<file path="src/rtl/st_unit_pkg.sv">
// -----------------------------------------------------------------------------
// st_unit_pkg
// Shared definitions for the store unit: store width codes (same encoding as
// the RV32 funct3 field for SB/SH/SW), the byte-strobe masks per width, the
// FSM state encoding, and small helpers used by the lane shifter.
// -----------------------------------------------------------------------------
package st_unit_pkg;

  // Store width codes.
  localparam logic [2:0] WIDTH_BYTE = 3'b000;
  localparam logic [2:0] WIDTH_HALF = 3'b001;
  localparam logic [2:0] WIDTH_WORD = 3'b010;

  // Byte-strobe mask of a right-justified store of each width.
  localparam logic [3:0] ST_MASK_BYTE = 4'b0001;
  localparam logic [3:0] ST_MASK_HALF = 4'b0011;
  localparam logic [3:0] ST_MASK_WORD = 4'b1111;
  localparam logic [3:0] ST_MASK_NONE = 4'b0000;

  // Store FSM states.
  typedef enum logic [2:0] {
    ST_IDLE  = 3'd0,
    ST_BEAT1 = 3'd1,
    ST_BEAT2 = 3'd2,
    ST_DONE  = 3'd3,
    ST_ERR   = 3'd4
  } st_state_e;

  // Strobe mask for a width code; unsupported codes map to an empty mask.
  function automatic logic [3:0] width_mask(input logic [2:0] width);
    logic [3:0] mask;
    case (width)
      WIDTH_BYTE: mask = ST_MASK_BYTE;
      WIDTH_HALF: mask = ST_MASK_HALF;
      WIDTH_WORD: mask = ST_MASK_WORD;
      default:    mask = ST_MASK_NONE;
    endcase
    return mask;
  endfunction

  // True for the three supported width codes.
  function automatic logic width_supported(input logic [2:0] width);
    logic ok;
    case (width)
      WIDTH_BYTE: ok = 1'b1;
      WIDTH_HALF: ok = 1'b1;
      WIDTH_WORD: ok = 1'b1;
      default:    ok = 1'b0;
    endcase
    return ok;
  endfunction

  // Expand a 4-bit byte strobe into a 32-bit bit mask.
  function automatic logic [31:0] strb_to_bits(input logic [3:0] strb);
    return {{8{strb[3]}}, {8{strb[2]}}, {8{strb[1]}}, {8{strb[0]}}};
  endfunction

endpackage

</file>
<file path="src/rtl/st_lane_shift.sv">
// -----------------------------------------------------------------------------
// st_lane_shift
// Purely combinational lane placement for a store. The right-justified store
// data is first trimmed to its width (so unused lanes carry zero), then shifted
// by the byte offset into a 64-bit image spanning two consecutive words. The
// strobe mask is shifted the same way into an 8-bit image.
//
// Ports:
//   width     in  3   store width code (Byte/Half/Word)
//   offset    in  2   byte offset inside the word (addr[1:0])
//   data      in  32  right-justified store data
//   data_img  out 64  lane-aligned data; [31:0] first word, [63:32] next word
//   strb_img  out 8   lane-aligned strobes; [3:0] first word, [7:4] next word
//   split     out 1   store touches the next word (strb_img[7:4] != 0)
//   bad_width out 1   width code is not Byte, Half or Word
// -----------------------------------------------------------------------------
module st_lane_shift
  import st_unit_pkg::*;
(
  input  logic [2:0]  width,
  input  logic [1:0]  offset,
  input  logic [31:0] data,
  output logic [63:0] data_img,
  output logic [7:0]  strb_img,
  output logic        split,
  output logic        bad_width
);

  logic [3:0]  mask_s;
  logic [31:0] lane_data_s;

  // Trim the data to its width, then place data and strobes by byte offset.
  always_comb begin
    mask_s      = width_mask(width);
    lane_data_s = data & strb_to_bits(mask_s);
    bad_width   = ~width_supported(width);
    case (offset)
      2'd0: begin
        data_img = {32'h0000_0000, lane_data_s};
        strb_img = {4'b0000, mask_s};
      end
      2'd1: begin
        data_img = {24'h00_0000, lane_data_s, 8'h00};
        strb_img = {3'b000, mask_s, 1'b0};
      end
      2'd2: begin
        data_img = {16'h0000, lane_data_s, 16'h0000};
        strb_img = {2'b00, mask_s, 2'b00};
      end
      2'd3: begin
        data_img = {8'h00, lane_data_s, 24'h00_0000};
        strb_img = {1'b0, mask_s, 3'b000};
      end
      default: begin
        data_img = 64'h0000_0000_0000_0000;
        strb_img = 8'h00;
      end
    endcase
    split = |strb_img[7:4];
  end

endmodule

</file>
<file path="src/rtl/st_unit.sv">
// -----------------------------------------------------------------------------
// st_unit
// Store path: accepts a store request (valid/ready), places byte/half/word data
// on the proper byte lanes of a 32-bit memory port with matching strobes, and
// issues one word-aligned bus beat (two when the store crosses a word boundary
// and splitting is enabled). All outputs are registered.
//
// Configuration macro: ST_MISALIGN_SPLIT_EN
//   defined     - word-crossing stores are issued as two beats (BEAT2 built)
//   not defined - word-crossing stores are rejected with an err pulse
//
// Ports:
//   clk        in  1   rising-edge clock
//   rst_n      in  1   asynchronous active-low reset
//   req_valid  in  1   store request valid
//   req_ready  out 1   unit idle and able to accept a request
//   req_width  in  3   store width code
//   req_addr   in  32  byte address
//   req_data   in  32  right-justified store data
//   mem_valid  out 1   bus beat valid
//   mem_ready  in  1   memory accepts the beat
//   mem_addr   out 32  word-aligned beat address
//   mem_wdata  out 32  lane-aligned write data
//   mem_wstrb  out 4   byte write enables
//   done       out 1   one-cycle pulse when a store completes
//   err        out 1   one-cycle pulse when a request is rejected
// -----------------------------------------------------------------------------
module st_unit
  import st_unit_pkg::*;
(
  input  logic        clk,
  input  logic        rst_n,
  input  logic        req_valid,
  output logic        req_ready,
  input  logic [2:0]  req_width,
  input  logic [31:0] req_addr,
  input  logic [31:0] req_data,
  output logic        mem_valid,
  input  logic        mem_ready,
  output logic [31:0] mem_addr,
  output logic [31:0] mem_wdata,
  output logic [3:0]  mem_wstrb,
  output logic        done,
  output logic        err
);

  st_state_e   state_r;
  st_state_e   state_nx_s;
  logic        accept_s;
  logic        beat_hs_s;
  logic [63:0] data_img_s;
  logic [7:0]  strb_img_s;
  logic        split_s;
  logic        bad_width_s;

`ifdef ST_MISALIGN_SPLIT_EN
  logic        pend_r;
  logic [31:0] hi_data_r;
  logic [3:0]  hi_strb_r;
`else
  // The upper image only feeds the second beat, which is not built here.
  logic        unused_hi_s;
  assign unused_hi_s = ^{data_img_s[63:32], strb_img_s[7:4]};
`endif

  st_lane_shift u_lane_shift (
    .width     (req_width),
    .offset    (req_addr[1:0]),
    .data      (req_data),
    .data_img  (data_img_s),
    .strb_img  (strb_img_s),
    .split     (split_s),
    .bad_width (bad_width_s)
  );

  // req_ready is a registered copy of "state is IDLE", so acceptance uses it.
  assign accept_s  = req_valid && req_ready;
  // mem_valid is high only in BEAT1/BEAT2, so mem_ready elsewhere is ignored.
  assign beat_hs_s = mem_valid && mem_ready;

  // Next-state decode.
  always_comb begin
    state_nx_s = state_r;
    case (state_r)
      ST_IDLE: begin
        if (accept_s) begin
          if (bad_width_s) begin
            state_nx_s = ST_ERR;
          end else if (split_s) begin
`ifdef ST_MISALIGN_SPLIT_EN
            state_nx_s = ST_BEAT1;
`else
            state_nx_s = ST_ERR;
`endif
          end else begin
            state_nx_s = ST_BEAT1;
          end
        end else begin
          state_nx_s = ST_IDLE;
        end
      end
      ST_BEAT1: begin
        if (beat_hs_s) begin
`ifdef ST_MISALIGN_SPLIT_EN
          if (pend_r) begin
            state_nx_s = ST_BEAT2;
          end else begin
            state_nx_s = ST_DONE;
          end
`else
          state_nx_s = ST_DONE;
`endif
        end else begin
          state_nx_s = ST_BEAT1;
        end
      end
`ifdef ST_MISALIGN_SPLIT_EN
      ST_BEAT2: begin
        if (beat_hs_s) begin
          state_nx_s = ST_DONE;
        end else begin
          state_nx_s = ST_BEAT2;
        end
      end
`endif
      ST_DONE: state_nx_s = ST_IDLE;
      ST_ERR:  state_nx_s = ST_IDLE;
      default: state_nx_s = ST_IDLE;
    endcase
  end

  // State register and control outputs, decoded from the next state so they
  // line up with the state they describe.
  always_ff @(posedge clk or negedge rst_n) begin
    if (!rst_n) begin
      state_r   <= ST_IDLE;
      req_ready <= 1'b0;
      mem_valid <= 1'b0;
      done      <= 1'b0;
      err       <= 1'b0;
    end else begin
      state_r   <= state_nx_s;
      req_ready <= (state_nx_s == ST_IDLE);
      mem_valid <= (state_nx_s == ST_BEAT1) || (state_nx_s == ST_BEAT2);
      done      <= (state_nx_s == ST_DONE);
      err       <= (state_nx_s == ST_ERR);
    end
  end

  // Bus beat registers: load beat 1 at acceptance, beat 2 after the first
  // handshake, hold during stalls, and clear whenever no beat is in flight.
  always_ff @(posedge clk or negedge rst_n) begin
    if (!rst_n) begin
      mem_addr  <= 32'h0000_0000;
      mem_wdata <= 32'h0000_0000;
      mem_wstrb <= 4'b0000;
    end else if (accept_s && (state_nx_s == ST_BEAT1)) begin
      mem_addr  <= {req_addr[31:2], 2'b00};
      mem_wdata <= data_img_s[31:0];
      mem_wstrb <= strb_img_s[3:0];
`ifdef ST_MISALIGN_SPLIT_EN
    end else if ((state_r == ST_BEAT1) && (state_nx_s == ST_BEAT2)) begin
      // Next word; the add wraps modulo 2^32 at the top of the address space.
      mem_addr  <= mem_addr + 32'd4;
      mem_wdata <= hi_data_r;
      mem_wstrb <= hi_strb_r;
`endif
    end else if ((state_nx_s != ST_BEAT1) && (state_nx_s != ST_BEAT2)) begin
      mem_addr  <= 32'h0000_0000;
      mem_wdata <= 32'h0000_0000;
      mem_wstrb <= 4'b0000;
    end else begin
      mem_addr  <= mem_addr;
      mem_wdata <= mem_wdata;
      mem_wstrb <= mem_wstrb;
    end
  end

`ifdef ST_MISALIGN_SPLIT_EN
  // Second-beat image captured at acceptance; pending flag cleared on return
  // to IDLE so a stale split never leaks into the next store.
  always_ff @(posedge clk or negedge rst_n) begin
    if (!rst_n) begin
      pend_r    <= 1'b0;
      hi_data_r <= 32'h0000_0000;
      hi_strb_r <= 4'b0000;
    end else if (accept_s) begin
      pend_r    <= split_s && !bad_width_s;
      hi_data_r <= data_img_s[63:32];
      hi_strb_r <= strb_img_s[7:4];
    end else if (state_nx_s == ST_IDLE) begin
      pend_r    <= 1'b0;
      hi_data_r <= 32'h0000_0000;
      hi_strb_r <= 4'b0000;
    end else begin
      pend_r    <= pend_r;
      hi_data_r <= hi_data_r;
      hi_strb_r <= hi_strb_r;
    end
  end
`endif

endmodule

</file>
<file path="config.mk">
export PLATFORM = sky130hd
export DESIGN_NAME = st_unit
export DESIGN_NICKNAME = d
export VERILOG_FILES = /design/src/rtl/st_unit_pkg.sv /design/src/rtl/st_lane_shift.sv /design/src/rtl/st_unit.sv
export SDC_FILE = /design/constraint.sdc
export NUM_CORES = 1
export LEC_CHECK = 0
export CAP_MARGIN = 20
export CORE_ASPECT_RATIO = 0.6
export CORE_UTILIZATION = 43
export CTS_BUF_LIST = sky130_fd_sc_hd__clkbuf_8
export CTS_CLUSTER_DIAMETER = 80
export CTS_CLUSTER_SIZE = 25
export DETAILED_ROUTE_END_ITERATION = 10
export PLACE_DENSITY = 0.83
export SETUP_SLACK_MARGIN = 0.02
export SLEW_MARGIN = 10
export SYNTH_ARGS = -nofsm -noshare
export SYNTH_HDL_FRONTEND = slang
export SYNTH_HIERARCHICAL = 1
export SYNTH_SLANG_ARGS = --single-unit
</file>
<file path="constraint.sdc">
create_clock -name clk -period 1.75 [get_ports clk]
set_clock_uncertainty 0.2 [all_clocks]
set_input_delay 0.35 -clock clk [delete_from_list [all_inputs] [get_ports clk]]
set_output_delay 0.35 -clock clk [all_outputs]
set_load 0.02 [all_outputs]
</file>
# Word level (Yosys, flattened, before mapping)
# Index checks and enable logic that the tools add are counted.
# word_totals
latchBits,0
register_bits,75
mem_bits_rw,0
mem_bits_ro,0
mem_count,0
# op_classes
mux,14
n_lt_le_gt_ge,0
div,0
n_eq_ne,12
shifts,0
n_reduce_logical,12
mul,0
bitwise,1
addsub,0
# ops
cell,count
one-hot mux 32 bit (4 select lines),1
2-to-1 mux 32 bit,3
AND 32 bit,1
one-hot mux 8 bit (4 select lines),1
one-hot mux 4 bit (3 select lines),1
== test 3 x 1 -> 1 bit (second input constant),3
== test 3 x 2 -> 1 bit (second input constant),3
zero test 3 bit,3
2-to-1 mux 3 bit,3
2-to-1 mux 4 bit,2
one-hot mux 3 bit (2 select lines),1
== test 2 bit (second input constant),2
logical AND 1 bit,4
OR reduction 4 bit,1
== test 3 bit (second input constant),1
inequality test 3 x 1 -> 1 bit (second input constant),1
inequality test 3 x 2 -> 1 bit (second input constant),1
OR reduction 3 bit,1
== test 2 x 1 -> 1 bit (second input constant),1
zero test 2 bit,1
2-to-1 mux 2 bit,1
nonzero test 2 bit,1
logical OR 1 bit,1
2-to-1 mux 1 bit,1

# Longest topological paths before layout
# Gate-level depths: netlist (run 1).
# depth
ltp_word,12
mapped_depth,9
depth_no_buf,6

# Hierarchy
# Netlist (run 1), hierarchy kept.
# modules_own_cells
mod,area_each_um2,n_inst,cells_each
st_unit,2626.3,1,173
st_lane_shift,1252.5,1,174

# Least setup slack after synthesis (run 1)
# Ideal clock, no wire load.
# synth_path
path_type,input -> register
from,input req_addr[1]
to,register mem_wdata[0]
t_arrival_ns,1.729
path_buffers,3
slack_ns,-0.300
path_stages,9
path_cell_list,buf_2 nand2_1 o22a_1 nor2_1 o21bai_1 nor3b_2 buf_4 buf_6 a22o_1
# synth_between
elab_chain_len,10
word_cells_on_any_way,18
cone_classes,6 x eq/ne; 7 x mux; 5 x reduce/logical
# synth_lines
item,line,rtl
start: declaration,st_unit.sv:36,"input logic [31:0] req_addr,"
== test 2 bit (tied with other cells),st_lane_shift.sv:37,case (offset)
one-hot mux 8 bit (4 select lines) (*),st_lane_shift.sv:37,
OR reduction 4 bit (*),st_lane_shift.sv:59,split = |strb_img[7:4];
via split_s,st_unit.sv:53,logic split_s;
2-to-1 mux 3 bit (*),st_unit.sv:89,end else if (split_s) begin
2-to-1 mux 3 bit (*),st_unit.sv:87,if (bad_width_s) begin
2-to-1 mux 3 bit (*),st_unit.sv:86,if (accept_s) begin
one-hot mux 3 bit (2 select lines) (*),st_unit.sv:84,case (state_r)
== test 3 x 1 -> 1 bit (tied with other cells),st_unit.sv:157,end else if (accept_s && (state_nx_s == ST_BEAT1)) begin
"logical AND 1 bit, on equally long branches","st_unit.sv:157, st_unit.sv:168",
2-to-1 mux 32 bit / nonzero test 2 bit (equally long branches),-,
end signal: assignment,st_unit.sv:159,mem_wdata <= data_img_s[31:0];
end signal: assignment,st_unit.sv:174,mem_wdata <= mem_wdata;
end: declaration,st_unit.sv:41,"output logic [31:0] mem_wdata,"
# The timed path passes the listed nets; every way through them passes the cells marked *. The select of a mux whose other input is x is not followed.
# A chain may end at the register's enable or synchronous reset.

# Final worst setup path (run 1)
# layout_path
from,register state_r[2]
to,register mem_addr[13]
# layout_between
elab_chain_len,5
word_cells_on_any_way,10
cone_classes,4 x eq/ne; 2 x mux; 4 x reduce/logical
# layout_lines
item,line,rtl
start: declaration,st_unit.sv:47,st_state_e state_r;
start signal: assignment,st_unit.sv:142,state_r <= state_nx_s;
== test 3 x 1 -> 1 bit / zero test 3 bit (equally long branches),st_unit.sv:84,
one-hot mux 3 bit (2 select lines) (*),st_unit.sv:84,
== test 3 x 1 -> 1 bit (tied with other cells),st_unit.sv:157,
"logical AND 1 bit, on equally long branches","st_unit.sv:157, st_unit.sv:168",
2-to-1 mux 32 bit / nonzero test 2 bit (equally long branches),-,
end signal: assignment,st_unit.sv:158,"mem_addr <= {req_addr[31:2], 2'b00};"
end signal: assignment,st_unit.sv:173,mem_addr <= mem_addr;
end: declaration,st_unit.sv:40,"output logic [31:0] mem_addr,"
# Every way passes the cells marked *; elsewhere a longest branch is shown, timed or not.

==> results of run 1 <==
metrics by stage:
step | setup TNS, ns | hold WS [ns] | instances
6_report | 0 | 0.208 | 585
5_1_grt | -0.0603 | 0.239 | 585
4_1_cts | 0 | 0.238 | 578
3_5_place_dp | -49.38 | 0.142 | 551
3_3_place_gp | -43.05 | 0.140 | 551
2_1_floorplan | -7.06 | -0.146 | 293
metal layers:
layer | track usage [%] | wire, um | up-vias
met3 | 8.36 | 1120 | 31
li1 | - | - | 1504
met5 | 0 | 0 | -
met2 | 42.0 | 5130 | 200
met4 | 8.97 | 239 | 0
met1 | 39.1 | 5120 | 1682
how the worst min path moves through the flow:
stage	start	end	slack, ns	cells past startpoint
after global routing	req_width[1]	mem_wstrb[3]$_DFFE_PN0P_	0.24	4
after detailed placement	rst_n	mem_wdata[31]$_DFFE_PN0P_	0.14	1
after CTS	req_width[1]	mem_wstrb[3]$_DFFE_PN0P_	0.24	4
after global placement	rst_n	mem_wdata[31]$_DFFE_PN0P_	0.14	1
final	req_width[1]	mem_wstrb[3]$_DFFE_PN0P_	0.21	4
after floorplan	rst_n	done$_DFF_PN0_	-0.15	0
worst max-delay path: stages (launching register included):
cell and delay (ns):
sky130_fd_sc_hd__dfrtp_1 0.41, sky130_fd_sc_hd__nand4bb_4 0.26, sky130_fd_sc_hd__nor3b_4 0.26, sky130_fd_sc_hd__buf_6 0.17, sky130_fd_sc_hd__buf_4 0.12, sky130_fd_sc_hd__buf_12 0.11, sky130_fd_sc_hd__a22o_1 0.14
power groups by stage:
stage               sequential [mW]  clock [mW]  combinational, mW
floorplan                      2.34           0              0.735
finish                         2.08        1.23               2.20
detailed placement             2.10           0               1.93
CTS                            2.07        1.25               2.10
global placement               2.10           0               1.90
global route                   2.12        1.31               2.32
state kept, by name (all words and copies together), names as in the netlist:
| register | cells |
|---|---|
| done | 1 |
| mem_addr | 30 |
| mem_wdata | 32 |
| mem_wstrb | 4 |
| req_ready | 1 |
| err | 1 |
| state_r | 3 |
| mem_valid | 1 |
timing repair:
item / in CTS / in global routing
hold buffers: 1 / 0
setup buffers: 8 / 7
endpoints found under the hold margin: 32 / 0
cloned: 3 / 0
resized for setup: 108 / 9
endpoints found under the setup margin: 138 / 53
pin swaps: 5 / 3
final cells by class:
| type | instances | share of cell area [%] |
|---|---|---|
| multi-input cells | 187 | 26.9 |
| repair buffers | 204 | 35.1 |
| flip-flops and latches | 73 | 32.4 |
| well taps | 104 | 2.31 |
| inverters | 1 | 0.0666 |
| clock buffers | 11 | 2.69 |
| clock inverters | 5 | 0.555 |
==> impl_results.html, run 1 <==
<table>
<tr><th>Metric</th><th>Value</th></tr>
<tr><th colspan="2">Layout</th></tr>
<tr><td>Post-layout util</td><td>about three quarters</td></tr>
<tr><td>Leading cell types in the layout, fill and taps excluded</td><td>73 x sky130_fd_sc_hd__dfrtp_1, 71 x sky130_fd_sc_hd__dlygate4sd2_1, 66 x sky130_fd_sc_hd__a22o_1, 63 x sky130_fd_sc_hd__clkdlybuf4s50_1, 49 x sky130_fd_sc_hd__buf_4</td></tr>
<tr><td>Fill cell count</td><td>539</td></tr>
<tr><td>Fraction of layout cells with a size suffix above 1</td><td>21.0%</td></tr>
<tr><td>Leading cell type in the layout, fill and taps excluded</td><td>sky130_fd_sc_hd__dfrtp_1</td></tr>
<tr><td>Sequential cell area</td><td>1830 um2</td></tr>
<tr><td>Area of combinational cells with multiple inputs</td><td>between 1500 and 2000 um2</td></tr>
<tr><td>Final instance area</td><td>5640 um2</td></tr>
<tr><td>Area delta synth-&gt;final</td><td>63.2%</td></tr>
<tr><td>Diodes inserted</td><td>0</td></tr>
<tr><td>Layout Nets</td><td>547</td></tr>
<tr><th colspan="2">Global route</th></tr>
<tr><td>Number of antenna violations at the first check in global routing</td><td>0</td></tr>
<tr><td>Maximum number of pins on one net before global-route repair</td><td>51</td></tr>
<tr><td>Via count of the first global-routing pass</td><td>about 3400</td></tr>
<tr><td>Tot GR Track Use</td><td>27.9%</td></tr>
<tr><td>Wire length of the first global-routing pass</td><td>18.1 mm</td></tr>
<tr><td>Remaining global-route overflow</td><td>0</td></tr>
<tr><th colspan="2">Routing</th></tr>
<tr><td>Detailed-route wire length per cell</td><td>19.8 um</td></tr>
<tr><td>Remaining antenna violation count after routing</td><td>0</td></tr>
<tr><td>Routed via count</td><td>3417</td></tr>
<tr><td>First drt pass iteration count</td><td>5</td></tr>
<tr><td>Initial DRC Count</td><td>318</td></tr>
<tr><td>Via-per-instance ratio</td><td>5.84</td></tr>
<tr><td>DRC violation count after routing</td><td>0</td></tr>
<tr><td>Total Wirelength</td><td>11.6 mm</td></tr>
<tr><th colspan="2">Worst setup path</th></tr>
<tr><td>Register-to-register setup slack</td><td>0.01 ns</td></tr>
<tr><td>Worst setup path class</td><td>flip-flop to flip-flop</td></tr>
<tr><td>Critical Path AT</td><td>1.83 ns</td></tr>
<tr><td>Worst-path maximum fanout</td><td>8</td></tr>
<tr><td>CP endpoint kind</td><td>flip-flop</td></tr>
<tr><td>CP startpoint kind</td><td>flip-flop</td></tr>
<tr><td>Worst r2r dst</td><td>mem_addr[13]$_DFFE_PN0P_</td></tr>
<tr><td>CP Launch Point</td><td>state_r[2]$_DFF_PN0_</td></tr>
<tr><td>Reg2Reg Depth</td><td>6</td></tr>
<tr><td>RR Startpoint</td><td>state_r[2]$_DFF_PN0_</td></tr>
<tr><td>Crit path required time</td><td>1.84 ns</td></tr>
<tr><td>Timing endpoint of the critical path</td><td>mem_addr[13]$_DFFE_PN0P_</td></tr>
<tr><th colspan="2">STA</th></tr>
<tr><td>Final Worst Setup Slack</td><td>0.0107 ns</td></tr>
<tr><td>Post-route clock period utilization</td><td>99.4%</td></tr>
<tr><td>Number of failing hold endpoints at the final stage</td><td>0</td></tr>
<tr><td>Least-Margin Pin Slew</td><td>0.523 ns</td></tr>
<tr><td>Final Setup Violations</td><td>0</td></tr>
<tr><td>Maximum achievable frequency</td><td>between 500 and 600 MHz</td></tr>
<tr><td>Min Clock Period, post-route</td><td>1.74 ns</td></tr>
<tr><td>Unrepaired setup endpoints after global routing</td><td>true</td></tr>
<tr><td>Number of max-slew violations in the final report</td><td>0</td></tr>
<tr><td>Headroom to the max-slew limit</td><td>65.1%</td></tr>
<tr><th colspan="2">Pwr</th></tr>
<tr><td>Reg power frac</td><td>37.8%</td></tr>
<tr><td>Sw frac</td><td>35.5%</td></tr>
<tr><td>Maximum VDD drop</td><td>0.819 mV</td></tr>
<tr><td>Internal power consumption</td><td>around 3.6 mW</td></tr>
<tr><td>Power per cell area</td><td>978 nW/um2</td></tr>
<tr><td>Leakage dissipation</td><td>2.82 nW</td></tr>
<tr><td>Clock power frac</td><td>about 22%</td></tr>
<tr><td>Net switching power</td><td>1.96 mW</td></tr>
<tr><td>Part of the power in combinational logic</td><td>~40%</td></tr>
<tr><td>Total design power</td><td>5.51 mW</td></tr>
<tr><th colspan="2">Clock tree</th></tr>
<tr><td>Num Clock Sinks</td><td>73</td></tr>
<tr><td>Clk Latency, worst-skew pair</td><td>0.36 ns</td></tr>
<tr><td>Clock-pin slew on the worst setup and hold paths</td><td>0.08 ns</td></tr>
<tr><td>TritonCTS Buffers</td><td>9</td></tr>
<tr><td>Clock buffer depth</td><td>2</td></tr>
<tr><td>TritonCTS clock tree</td><td>done</td></tr>
<tr><td>Clk Tree Root Cell</td><td>sky130_fd_sc_hd__clkbuf_8</td></tr>
<tr><td>CTS H-tree lvls</td><td>3</td></tr>
<tr><th colspan="2">Floorplan</th></tr>
<tr><td>Die extent in y</td><td>71.4 um</td></tr>
<tr><td>Site row count</td><td>24</td></tr>
<tr><td>I/O pins</td><td>143</td></tr>
<tr><td>Overall die width</td><td>118 um</td></tr>
<tr><td>Total core area</td><td>approximately 7500 um2</td></tr>
<tr><td>Area of the die</td><td>8410 um2</td></tr>
<tr><td>Initial Util</td><td>46.0%</td></tr>
<tr><th colspan="2">Placed design</th></tr>
<tr><td>Port bufs</td><td>140</td></tr>
<tr><td>Cell area after placement</td><td>5200 um2</td></tr>
<tr><td>Last weighted congestion value of the routability-driven placer</td><td>0.926</td></tr>
<tr><td>Setup WS pre-CTS</td><td>-0.758 ns</td></tr>
<tr><td>Post-detailed-placement half-perimeter wirelength</td><td>7.58 mm</td></tr>
<tr><th colspan="2">Hold path</th></tr>
<tr><td>Class of the tightest hold or removal check</td><td>input port to flip-flop</td></tr>
<tr><th colspan="2">Synthesis</th></tr>
<tr><td>Per-instance average area after synthesis</td><td>11.8 um2</td></tr>
<tr><td>Yosys synthesis warning count</td><td>6</td></tr>
<tr><td>Netlist Area Pre-Place</td><td>between 3000 and 4000 um2</td></tr>
<tr><td>Count of mapped cells out of synthesis</td><td>292</td></tr>
<tr><th colspan="2">Job</th></tr>
<tr><td>Max-capacitance violation count</td><td>0</td></tr>
<tr><th colspan="2">Run status</th></tr>
<tr><td>Outcome</td><td>completed</td></tr>
</table>
(Power assumes the default switching activity.)
==> run 2, diff against run 1 <==
--- a/config.mk
+++ b/config.mk
@@ -7,12 +7,12 @@
 export LEC_CHECK = 0
 export CAP_MARGIN = 20
 export CORE_ASPECT_RATIO = 0.6
-export CORE_UTILIZATION = 43
+export CORE_UTILIZATION = 46
 export CTS_BUF_LIST = sky130_fd_sc_hd__clkbuf_8
 export CTS_CLUSTER_DIAMETER = 80
 export CTS_CLUSTER_SIZE = 25
 export DETAILED_ROUTE_END_ITERATION = 10
-export PLACE_DENSITY = 0.83
+export PLACE_DENSITY = 0.87
 export SETUP_SLACK_MARGIN = 0.02
 export SLEW_MARGIN = 10
 export SYNTH_ARGS = -nofsm -noshare
==> impl_results.html, run 2 (synthesized netlist as in run 1, its figures left out) <==
<table>
<tr><th>Metric</th><th>Value</th></tr>
<tr><th colspan="2">Worst setup path</th></tr>
<tr><td>Critical Path AT</td><td>~1.8 ns</td></tr>
<tr><td>Worst-path maximum fanout</td><td>15</td></tr>
<tr><td>CP peak stage delay</td><td>0.21 ns</td></tr>
<tr><td>CP startpoint kind</td><td>input port</td></tr>
<tr><td>Chain of cells forming the critical path</td><td>clkdlybuf4s15_2 -&gt; nand2b_1 -&gt; o22a_1 -&gt; nor2_2 -&gt; o21bai_1 -&gt; nor3b_4 -&gt; buf_12 -&gt; clkbuf_16 -&gt; a22o_1</td></tr>
<tr><td>Worst setup path class</td><td>input port to flip-flop</td></tr>
<tr><td>CP endpoint kind</td><td>flip-flop</td></tr>
<tr><td>Crit path required time</td><td>~1.8 ns</td></tr>
<tr><td>Largest delay share family, worst path</td><td>buffers and inverters</td></tr>
<tr><td>Crit path buffers/inverters</td><td>3</td></tr>
<tr><td>Critical Path Slowest Stage Cell</td><td>sky130_fd_sc_hd__o22a_1</td></tr>
<tr><th colspan="2">Layout</th></tr>
<tr><td>Fill cell count</td><td>508</td></tr>
<tr><td>Layout Nets</td><td>roughly 540</td></tr>
<tr><td>Register with the most flip-flops</td><td>mem_wdata</td></tr>
<tr><td>Diodes inserted</td><td>0</td></tr>
<tr><td>Flip-flop count of the largest register after layout</td><td>32</td></tr>
<tr><td>Leading cell types in the layout, fill and taps excluded</td><td>73 x sky130_fd_sc_hd__dfrtp_1, 70 x sky130_fd_sc_hd__dlygate4sd2_1, 66 x sky130_fd_sc_hd__a22o_1, 63 x sky130_fd_sc_hd__clkdlybuf4s50_1, 40 x sky130_fd_sc_hd__buf_4</td></tr>
<tr><td>Post-layout util</td><td>75.9%</td></tr>
<tr><td>Fraction of layout cells with a size suffix above 1</td><td>19.5%</td></tr>
<tr><td>Area delta synth-&gt;final</td><td>59.7%</td></tr>
<tr><td>Leading cell type in the layout, fill and taps excluded</td><td>sky130_fd_sc_hd__dfrtp_1</td></tr>
<tr><td>Top Registers</td><td>mem_wdata x32, mem_addr x30, mem_wstrb x4</td></tr>
<tr><th colspan="2">STA</th></tr>
<tr><td>Maximum achievable frequency</td><td>approximately 560 MHz</td></tr>
<tr><td>Unrepaired setup endpoints after global routing</td><td>true</td></tr>
<tr><td>Final Worst Setup Slack</td><td>-0.0213 ns</td></tr>
<tr><td>Post-route clock period utilization</td><td>101%</td></tr>
<tr><td>Setup total negative slack</td><td>-0.0574 ns</td></tr>
<tr><td>Number of failing hold endpoints at the final stage</td><td>0</td></tr>
<tr><td>Number of max-slew violations in the final report</td><td>0</td></tr>
<tr><td>Min Clock Period, post-route</td><td>1.77 ns</td></tr>
<tr><td>Smallest hold slack</td><td>about 0.26 ns</td></tr>
<tr><td>Final Setup Violations</td><td>4</td></tr>
<tr><th colspan="2">Global route</th></tr>
<tr><td>Maximum number of pins on one net before global-route repair</td><td>between 40 and 50</td></tr>
<tr><td>Wire length of the first global-routing pass</td><td>~17 mm</td></tr>
<tr><td>Remaining global-route overflow</td><td>0</td></tr>
<tr><td>Number of antenna violations at the first check in global routing</td><td>0</td></tr>
<tr><td>Tot GR Track Use</td><td>between 20% and 30%</td></tr>
<tr><td>Via count of the first global-routing pass</td><td>3366</td></tr>
<tr><th colspan="2">Placed design</th></tr>
<tr><td>Port bufs</td><td>140</td></tr>
<tr><td>Last weighted congestion value of the routability-driven placer</td><td>0.906</td></tr>
<tr><td>Post-detailed-placement half-perimeter wirelength</td><td>7.78 mm</td></tr>
<tr><th colspan="2">Routing</th></tr>
<tr><td>Initial DRC Count</td><td>roughly 320</td></tr>
<tr><td>Remaining antenna violation count after routing</td><td>0</td></tr>
<tr><td>Via-per-instance ratio</td><td>between 5 and 6</td></tr>
<tr><td>Detailed-route wire length per cell</td><td>19.7 um</td></tr>
<tr><td>Routed via count</td><td>3416</td></tr>
<tr><td>DRC violation count after routing</td><td>0</td></tr>
<tr><td>Total Wirelength</td><td>11.3 mm</td></tr>
<tr><td>First drt pass iteration count</td><td>5</td></tr>
<tr><th colspan="2">Floorplan</th></tr>
<tr><td>Site row count</td><td>24</td></tr>
<tr><td>Initial Util</td><td>47.5%</td></tr>
<tr><td>Die extent in y</td><td>69.1 um</td></tr>
<tr><td>Total core area</td><td>~7300 um2</td></tr>
<tr><td>Area of the die</td><td>7870 um2</td></tr>
<tr><td>I/O pins</td><td>143</td></tr>
<tr><td>Overall die width</td><td>114 um</td></tr>
<tr><th colspan="2">Clock tree</th></tr>
<tr><td>TritonCTS clock tree</td><td>done</td></tr>
<tr><td>Num Clock Sinks</td><td>73</td></tr>
<tr><td>CTS H-tree lvls</td><td>3</td></tr>
<tr><td>TritonCTS Buffers</td><td>9</td></tr>
<tr><td>Clk Latency, worst-skew pair</td><td>roughly 0.35 ns</td></tr>
<tr><td>Clock buffer depth</td><td>2</td></tr>
<tr><td>Clk Tree Root Cell</td><td>sky130_fd_sc_hd__clkbuf_8</td></tr>
<tr><td>Clock-pin slew on the worst setup and hold paths</td><td>0.09 ns</td></tr>
<tr><th colspan="2">Hold path</th></tr>
<tr><td>Class of the tightest hold or removal check</td><td>input port to asynchronous set/reset pin</td></tr>
<tr><th colspan="2">Run status</th></tr>
<tr><td>Violations in the final reports</td><td>setup timing</td></tr>
<tr><td>Outcome</td><td>finished with violations</td></tr>
<tr><th colspan="2">Job</th></tr>
<tr><td>Max-capacitance violation count</td><td>0</td></tr>
<tr><th colspan="2">Pwr</th></tr>
<tr><td>Leakage dissipation</td><td>around 2.8 nW</td></tr>
<tr><td>Power per cell area</td><td>965 nW/um2</td></tr>
<tr><td>Maximum VDD drop</td><td>0.754 mV</td></tr>
</table>
==> run 2: changes by cell type in the layout (fill, tap and decap cells not counted), sizes merged <==
cell	before	now
clkinvlp	3	1
clkinv	1	5
buf	67	52
clkbuf	12	13
clkdlybuf4s15	1	3
dlymetal6s2s	0	1
dlygate4sd2	71	70
==> run 2: worst reg2reg max path, delay by kind of cell, from the launching register on <==
kind | cells | cell delay [ns]
DFF | 1 | 0.42
and+or+nand+nor | 2 | 0.49
buffers and inverters | 2 | 0.37
AOI/OAI and AO/OA | 1 | 0.14
==> run 2: path summary, 6_finish.rpt <==
path | startpoint | endpoint | slack, ns | depth (start not counted)
hold reg to reg | mem_addr[28]$_DFFE_PN0P_ | mem_addr[28]$_DFFE_PN0P_ | 0.30 | 1
setup reg to reg | state_r[2]$_DFF_PN0_ | mem_wdata[29]$_DFFE_PN0P_ | 0.09 | 5
max in group asynchronous | rst_n | mem_wdata[21]$_DFFE_PN0P_ | 0.60 | 3
hold / removal | rst_n | mem_wdata[4]$_DFFE_PN0P_ | 0.26 | 2
min in group clk | req_valid | err$_DFF_PN0_ | 0.26 | 4
setup / recovery | req_width[0] | mem_wdata[12]$_DFFE_PN0P_ | -0.02 | 9
==> run 2: layout make-up <==
cell class / count / area (um2) / share of cell area (%)
Timing Repair Buffer: 194 / 1880 / 34.2
Sequential cell: 73 / 1830 / 33.1
Multi-Input combinational cell: 187 / 1500 / 27.2
Tap cell: 104 / 130 / 2.36
Clock buffer: 9 / 124 / 2.25
Clock inverter: 7 / 45.0 / 0.817
Inverter: 1 / 3.75 / 0.0681
==> run 2: metal layers <==
layer / share of wire [%] / GRT usage [%]
met1: 44 / 41.2
met2: 44 / 43.8
met3: 9.9 / 8.27
met4: 1.5 / 8.80
met5: 0 / 0
==> run 2: power breakdown <==
part | total [mW] | switching (mW) | internal, mW
combinational | 2.06 | 1.10 | 0.953
sequential | 2.07 | 0.155 | 1.92
clock | 1.19 | 0.681 | 0.512
total | 5.32 | 1.94 | 3.38
==> run 2: what timing repair did <==
action | in CTS | in global routing
cloned | 1 | 2
pin swaps | 2 | 2
hold endpoints to repair | 27 | 0
buffers inserted | 3 | 2
setup endpoints to repair | 137 | 67
gates resized for setup | 88 | 15
hold buffers | 1 | 0
==> run 2: stage by stage <==
| stage | cell area, um2 | std cells | total power, mW | setup WS, ns |
|---|---|---|---|---|
| 5_1_grt | 5510 | 575 | 5.58 | -0.0483 |
| 3_5_place_dp | 5230 | 552 | 4.03 | -0.778 |
| 2_1_floorplan | 3490 | 293 | 3.08 | -0.153 |
| 3_3_place_gp | 5230 | 552 | 3.97 | -0.638 |
| 6_report | 5510 | 575 | 5.32 | -0.0213 |
| 4_1_cts | 5400 | 572 | 5.18 | 0.0190 |
==> run 3, diff against run 2 <==
--- a/config.mk
+++ b/config.mk
@@ -5,6 +5,7 @@
 export SDC_FILE = /design/constraint.sdc
 export NUM_CORES = 1
 export LEC_CHECK = 0
+export ABC_CLOCK_PERIOD_IN_PS = 1750
 export CAP_MARGIN = 20
 export CORE_ASPECT_RATIO = 0.6
 export CORE_UTILIZATION = 46
==> results of run 3 <==
The final DEF is identical to that of run 2; final timing and power are the same.
